--- src/rtl/nibble_serial_alu_ctrl_pkg.sv ---
// Shared encodings for the nibble-serial ALU sequencer: FSM states, op codes
// and the nibble width of the time-multiplexed adder.
package nibble_serial_alu_ctrl_pkg;
  localparam int NIBBLE_W = 4;

  localparam logic [1:0] IDLE = 2'd0;
  localparam logic [1:0] RUN  = 2'd1;
  localparam logic [1:0] DONE = 2'd2;

  localparam logic OP_ADD = 1'b0;
  localparam logic OP_SUB = 1'b1;
endpackage

--- src/rtl/nibble_serial_alu_ctrl_adder.sv ---
// 4-bit ripple adder shared by every nibble step of the serial ALU.
module Adder_4bit (
  input  logic [3:0] num_1,
  input  logic [3:0] num_2,
  input  logic       c,
  output logic [3:0] sum,
  output logic       carry
);
  assign {carry, sum} = {1'b0, num_1} + {1'b0, num_2} + {4'b0000, c};
endmodule

--- src/rtl/nibble_serial_alu_ctrl.sv ---
// Multi-nibble add/subtract sequencer: one 4-bit adder walks the operand
// words LSB nibble first, carry held in a register between steps.
module nibble_serial_alu_ctrl
  import nibble_serial_alu_ctrl_pkg::*;
#(
  parameter int WORD_NIBBLES = 4
) (
  input  logic                            clk,
  input  logic                            rst,
  input  logic                            in_valid,
  output logic                            in_ready,
  input  logic [NIBBLE_W*WORD_NIBBLES-1:0] num_1,
  input  logic [NIBBLE_W*WORD_NIBBLES-1:0] num_2,
  input  logic                            op,
  input  logic                            c,
  output logic                            out_valid,
  input  logic                            out_ready,
  output logic [NIBBLE_W*WORD_NIBBLES-1:0] sum,
  output logic                            carry,
  output logic                            overflow,
  output logic                            zero,
  output logic                            busy
);
  localparam int W     = NIBBLE_W * WORD_NIBBLES;
  localparam int IDX_W = $clog2(WORD_NIBBLES) + 1;
  localparam logic [IDX_W-1:0] LAST_IDX = IDX_W'(WORD_NIBBLES - 1);

  logic [1:0]          state;
  logic [IDX_W-1:0]    idx;
  logic                cy;
  logic [W-1:0]        a_q;
  logic [W-1:0]        b_q;
  logic [NIBBLE_W-1:0] a_nib;
  logic [NIBBLE_W-1:0] b_nib;
  logic [NIBBLE_W-1:0] add_sum;
  logic                add_carry;
  logic [W-1:0]        sum_next;

  assign in_ready  = (state == IDLE);
  assign out_valid = (state == DONE);
  assign busy      = (state != IDLE);

  // Operands are data only; the FSM guarantees they are reloaded before use.
  always_ff @(posedge clk) begin
    if (state == IDLE && in_valid) begin
      a_q <= num_1;
      b_q <= (op == OP_SUB) ? ~num_2 : num_2;
    end
  end

  always_comb begin
    a_nib    = '0;
    b_nib    = '0;
    sum_next = sum;
    for (int i = 0; i < WORD_NIBBLES; i++) begin
      if (idx == IDX_W'(i)) begin
        a_nib = a_q[NIBBLE_W*i +: NIBBLE_W];
        b_nib = b_q[NIBBLE_W*i +: NIBBLE_W];
        sum_next[NIBBLE_W*i +: NIBBLE_W] = add_sum;
      end
    end
  end

  Adder_4bit u_adder (
    .num_1 (a_nib),
    .num_2 (b_nib),
    .c     (cy),
    .sum   (add_sum),
    .carry (add_carry)
  );

  always_ff @(posedge clk or posedge rst) begin
    if (rst) begin
      state    <= IDLE;
      idx      <= '0;
      cy       <= 1'b0;
      sum      <= '0;
      carry    <= 1'b0;
      overflow <= 1'b0;
      zero     <= 1'b0;
    end else begin
      case (state)
        IDLE: begin
          if (in_valid) begin
            state <= RUN;
            idx   <= '0;
            cy    <= (op == OP_SUB) ? 1'b1 : c;
          end
        end
        RUN: begin
          sum <= sum_next;
          cy  <= add_carry;
          idx <= idx + IDX_W'(1);
          if (idx == LAST_IDX) begin
            carry    <= add_carry;
            // add_sum is the top nibble here, so its bit 3 is the word sign.
            overflow <= (a_q[W-1] == b_q[W-1]) && (add_sum[NIBBLE_W-1] != a_q[W-1]);
            zero     <= (sum_next == '0);
            state    <= DONE;
          end
        end
        DONE: begin
          if (out_ready) state <= IDLE;
        end
        default: state <= IDLE;
      endcase
    end
  end
endmodule

--- config.mk ---
export PLATFORM = sky130hd
export DESIGN_NAME = nibble_serial_alu_ctrl
export DESIGN_NICKNAME = d
export VERILOG_FILES = /design/src/rtl/nibble_serial_alu_ctrl_pkg.sv /design/src/rtl/nibble_serial_alu_ctrl_adder.sv /design/src/rtl/nibble_serial_alu_ctrl.sv
export SDC_FILE = /design/constraint.sdc
export NUM_CORES = 1
export LEC_CHECK = 0
export BUFFER_PORTS_ARGS = -buffer_cell sky130_fd_sc_hd__buf_2
export CAP_MARGIN = 25
export CORE_MARGIN = 3
export CORE_UTILIZATION = 54
export CTS_CLUSTER_SIZE = 10
export DETAILED_ROUTE_END_ITERATION = 12
export MAX_ROUTING_LAYER = met4
export PLACE_DENSITY = 0.78
export SLEW_MARGIN = 5
export SYNTH_ARGS = -nofsm -noshare
export SYNTH_HDL_FRONTEND = slang
export SYNTH_HIERARCHICAL = 1
export SYNTH_SLANG_ARGS = --single-unit
export TNS_END_PERCENT = 100
--- constraint.sdc ---
create_clock -name clk -period 3.92 [get_ports clk]
set_clock_uncertainty 0.2 [all_clocks]
set_input_delay 0.196 -clock clk [delete_from_list [all_inputs] [get_ports clk]]
set_output_delay 0.196 -clock clk [all_outputs]
set_load 0.02 [all_outputs]
Yosys cells after proc, flatten, opt, wreduce, memory -nomap -nowiden. Index checks and enable logic that the tools add are counted.

Register bits after elaboration: 57. Input port bits: 38. Output and inout bits: 22. Logic and storage cells: 55.

Add/sub/neg operators: 3. Equality and inequality tests: 10. Muxes and demuxes: 22. Bitwise operators: 1. Reduce and logical (&&, ||, !) cells: 10.

Operator list (count): $mux W4 (12); $logic_not A16 Y1 (1); $mux W16 (1); $not A16 Y16 (1); $eq A3 B2 Y1 const B (2); $mux W2 (3); $pmux W2 S3 (1); $pmux W3 S2 (1); $add A4 B4 Y5 (1); $add A5 B1 Y5 (1); $ne A2 B2 Y1 const B (2); $reduce_and A2 Y1 (2); $reduce_bool A2 Y1 (2); $add A3 B1 Y3 const B (1); $eq A3 B1 Y1 const B (1); $logic_not A3 Y1 (1); $mux W3 (1); $reduce_and A3 Y1 (1); $eq A2 B1 Y1 const B (1); $eq A2 B2 Y1 const B (1); $logic_and A1 B1 Y1 (2); $logic_not A2 Y1 (1); $mux W1 (2); $ne A2 B1 Y1 const B (1); 3 further kinds (3).

Depth between registers and ports, before layout.
Word-level depth: 9. Mapped depth: 17. Mapped depth without buffers: 16.

Cells and area by module. The synthesis kept the hierarchy.

Modules (own cells, without submodules): nibble_serial_alu_ctrl (times used 1, cells each 205, area an instance 2675.1 um^2, sequential area each 1586.5 um^2); Adder_4bit (times used 1, cells each 16, area an instance 143.9 um^2, sequential area each 0.0 um^2).

Worst setup path before layout. OpenSTA, ideal clock, no wires.

Kind: reg2reg. Start: register idx[0]. End: register zero. Library setup time: 0.092 ns. Arrival: 2.872 ns. Required time: 3.628 ns. Setup slack: 0.756 ns. Cell stages (with the launch flop): 13. Buffers on the path: 1. Clock period less this slack: 3.164 ns. Cell sequence: dfrtp_1 ha_1 ha_1 clkbuf_1 nor2_1 a22o_1 fa_1 inv_1 fa_1 xnor2_1 nor4_1 o2111ai_1 o31ai_2.

Word-level cells in the longest chain between the ends: 9. Elaborated cells on any way between the ends: 20. Classes of those cells: 2 x add/sub; 3 x eq/ne; 12 x mux; 3 x reduce/logical.

Ends and longest elaborated chain: start, declared (line nibble_serial_alu_ctrl.sv:29) `logic [IDX_W-1:0] idx;`; start signal, assigned (line nibble_serial_alu_ctrl.sv:93) `idx <= idx + IDX_W'(1);`; $logic_not A3 Y1 (line nibble_serial_alu_ctrl.sv:56) `if (idx == IDX_W'(i)) begin`; $mux W4 (3 in a row) (line nibble_serial_alu_ctrl.sv:56); $mux W4 * (line nibble_serial_alu_ctrl.sv:56); named net a_nib[0] (line nibble_serial_alu_ctrl.sv:33) `logic [NIBBLE_W-1:0] a_nib;`; $add A4 B4 Y5 * (line nibble_serial_alu_ctrl_adder.sv:9) `assign {carry, sum} = {1'b0, num_1} + {1'b0, num_2} + {4'b0000, c};`; $add A5 B1 Y5 * (line nibble_serial_alu_ctrl_adder.sv:9); named net add_sum[2] (line nibble_serial_alu_ctrl.sv:35) `logic [NIBBLE_W-1:0] add_sum;`; $mux W4 (line nibble_serial_alu_ctrl.sv:56); $logic_not A16 Y1 * (line nibble_serial_alu_ctrl.sv:98) `zero <= (sum_next == '0);`; end signal, assigned (line nibble_serial_alu_ctrl.sv:98); end, declared (line nibble_serial_alu_ctrl.sv:21) `output logic zero,`.

The timed path passes the listed nets; every way through them passes the cells marked *. A chain may end at the register's enable or synchronous reset.

Final worst setup path.
Start: register idx[2]. End: register zero.

Same word-level chain as after synthesis.

==> flow_metrics.tcl <==
set metrics [dict create \
    die-area_um2 6120 \
    gp_congestion 0.838 \
    start_kind "flip-flop" \
    rows 25 \
    routed_wl_mm 5.93 \
    drc 0 \
    hpwl_mm 3.76 \
    rsz0062_at_grt "false" \
    core_area_um2 4880 \
    finalSetupTns_ps 0 \
    worst-path-buf-inv 2 \
    cts_buffers 9 \
    syn-cell-area_um2 2820 \
    holdCritPathClass "primary input to asynchronous set/reset pin" \
    synthDistinctLibCells 42 \
    synth_edf_count 32 \
    fin_crit_ps 3640 \
    crit_chain "inv_1 -> ha_1 -> nor2_2 -> a22o_1 -> fa_1 -> inv_1 -> fa_1 -> xnor2_1 -> nor4_1 -> o2111ai_1 -> o31ai_2" \
    required_ps 3970 \
    async_reset_ff_share_pct 43.9 \
    cp.arrival_ps 3690 \
    layout_commonest_cell "buf_2" \
    yosysSeqAreaShare_pct 56.3 \
    firstDrtPassIters 4 \
    grt_max_degree 33 \
    timing.final.crit_share_pct 92.8 \
    tightest_slew_ps 667 \
    synth_ff_type "edfxtp_1" \
    insertion_delay_ps 340 \
    cap_viol_max_count 0 \
    netlist_instances 221 \
    wire_per_inst_um 15.2 \
    vdd_ir_drop_max_mv 0.391 \
    p_leak_nw 1.64 \
    pin_count 60 \
    cts.sink_count 57 \
    grt_overflow 0 \
    die_h_um 78.3 \
    hold_viol 0 \
    crit_type "flip-flop to flip-flop" \
    slew_viol_final 0 \
    cts_setup_buffers 0 \
    area_delta_synth_final_pct 30.7 \
    timing.hold.ws_ps 82.2 \
    syn_nets 269 \
    clk_pin_slew_ps 70 \
    synth_seq_cells 57 \
    cts_tree "done" \
    cts-htree-levels 3 \
    fillers 349 \
    diodes 0 \
    syn_avg_cell_area_um2 12.8 \
    critPathTopFamily "adder cells" \
    clockBufferDepth 2 \
    max_stage_delay_ps 630 \
    fmax_mhz 275 \
    yosysWarnings 6 \
    status "finished clean" \
    path_max_fanout 11 \
    root_buffer "clkbuf_8" \
    grtUsageTotal_pct 21.9 \
    drt_iter0_drc 131 \
    grt_pass1_wl_mm 9.78 \
    via_count 2002 \
    layout-drive-gt1-share_pct 30.3 \
    final_core_util_pct 75.5 \
    fp.dieW_um 78.3 \
    fin_nets 366 \
    relSlewSlack_pct 55.2 \
    cpMaxStageDelayCell "dfrtp_1" \
    setup_viol 0 \
    first_global_vias 2078 \
    start_util_pct 57.8 \
    drtAntennaViolNets 0 \
    layout_common_cells "buf_2, dlygate4sd3_1, edfxtp_1, dfrtp_1, o21ai_0" \
    vias_per_cell 5.13 \
    p_per_area_nw_per_um2 797 \
    endpoint_kind "flip-flop" \
    antenna_found_initial 0 \
    io_buffers 59 \
]
routing by layer:
layer	part of all wire [%]	vias to the layer above	GRT usage [%]
met5	0	-	-
met2	53	65	37.3
met1	40	946	24.2
li1	-	981	-
met3	5.5	10	6.42
met4	1.8	0	9.09
registers in the layout, summed over array words and instances (netlist names):
signal / cells
overflow: 1
a_q: 16
state: 2
b_q: 16
carry: 1
sum: 16
cy: 1
zero: 1
idx: 3
cell usage after synthesis, types with 2 or more instances:
cell / count / share of area [%]
buf_2: 4 / 0.71
inv_1: 16 / 2.1
buf_4: 3 / 0.80
xnor2_1: 2 / 0.62
a31oi_1: 6 / 1.3
edfxtp_1: 32 / 34
nand2b_1: 3 / 0.67
a22oi_1: 2 / 0.53
nand2_1: 15 / 2.0
fa_1: 2 / 1.4
dfrtp_1: 25 / 22
ha_1: 8 / 3.6
nor2b_1: 3 / 0.67
a21oi_1: 4 / 0.71
a21o_1: 2 / 0.53
mux2_4: 8 / 4.3
o21ai_0: 17 / 3.0
o22ai_1: 2 / 0.44
nor3_4: 2 / 1.2
mux2_2: 7 / 2.8
xor2_1: 16 / 5.0
and2_1: 7 / 1.6
clkbuf_1: 2 / 0.27
a22o_1: 9 / 2.8
buf_6: 2 / 0.80
nor2_1: 6 / 0.80
area by class of cell:
| type | count | area [um2] | share of cell area [%] |
|---|---|---|---|
| Sequential cell | 57 | 1590 | 43.1 |
| Tap cell | 67 | 83.8 | 2.28 |
| Multi-Input combinational cell | 137 | 1100 | 29.9 |
| Timing Repair Buffer | 97 | 688 | 18.7 |
| Clock buffer | 11 | 141 | 3.84 |
| Inverter | 16 | 60.1 | 1.63 |
| Clock inverter | 5 | 22.5 | 0.611 |
worst register-to-register path, stage by stage, from the launching register on:
cell,delay (ps)
dfrtp_1,630
inv_1,160
ha_1,370
nor2_2,310
a22o_1,210
fa_1,200
inv_1,60
fa_1,410
xnor2_1,220
nor4_1,370
o2111ai_1,200
o31ai_2,200
cells by family (layout without fill, tap and decap cells):
kind of cell,after synthesis,after routing,synth area share [%]
DFF,57,57,56.3
AOI/OAI and AO/OA,48,48,11.3
and+or+nand+nor,45,45,9.76
buffers and inverters,27,129,4.70
xor gates and xnor gates,18,18,5.59
muxes,16,16,7.41
adders and majority gates,10,10,4.97
worst paths after layout:
check	start	end	slack (ps)	cells past startpoint
setup / recovery	idx[2]	zero	280	11
hold / removal	rst	carry	80	3
setup reg to reg	idx[2]	zero	280	11
hold reg to reg	carry	carry	290	2
max in group asynchronous	rst	sum[7]	3080	4
min in group clk	c	cy	80	5
metrics by stage:
| step | setup WS, ps | instance area (um2) | cells | power [mW] |
|---|---|---|---|---|
| floorplan | 756 | 2820 | 221 | 2.07 |
| CTS | 179 | 3650 | 389 | 2.94 |
| detailed placement | 293 | 3140 | 338 | 2.44 |
| global route | 87.7 | 3680 | 390 | 3.14 |
| finish | 282 | 3680 | 390 | 2.94 |
| global placement | 516 | 3140 | 338 | 2.38 |
power breakdown:
part / internal [mW] / switching [mW] / total [mW] / leakage [nW]
sequential: 0.833 / 0.139 / 0.972 / 0.607
clock: 0.239 / 0.227 / 0.465 / 0.0879
combinational: 0.650 / 0.851 / 1.50 / 0.941
timing repair:
item | 4_1_cts | 5_1_grt
resized for setup | 0 | 1
hold endpoints to repair | 59 | 0
hold buffers | 35 | 0
endpoints found under the setup margin | 0 | 1
(Power assumes the default switching activity.)
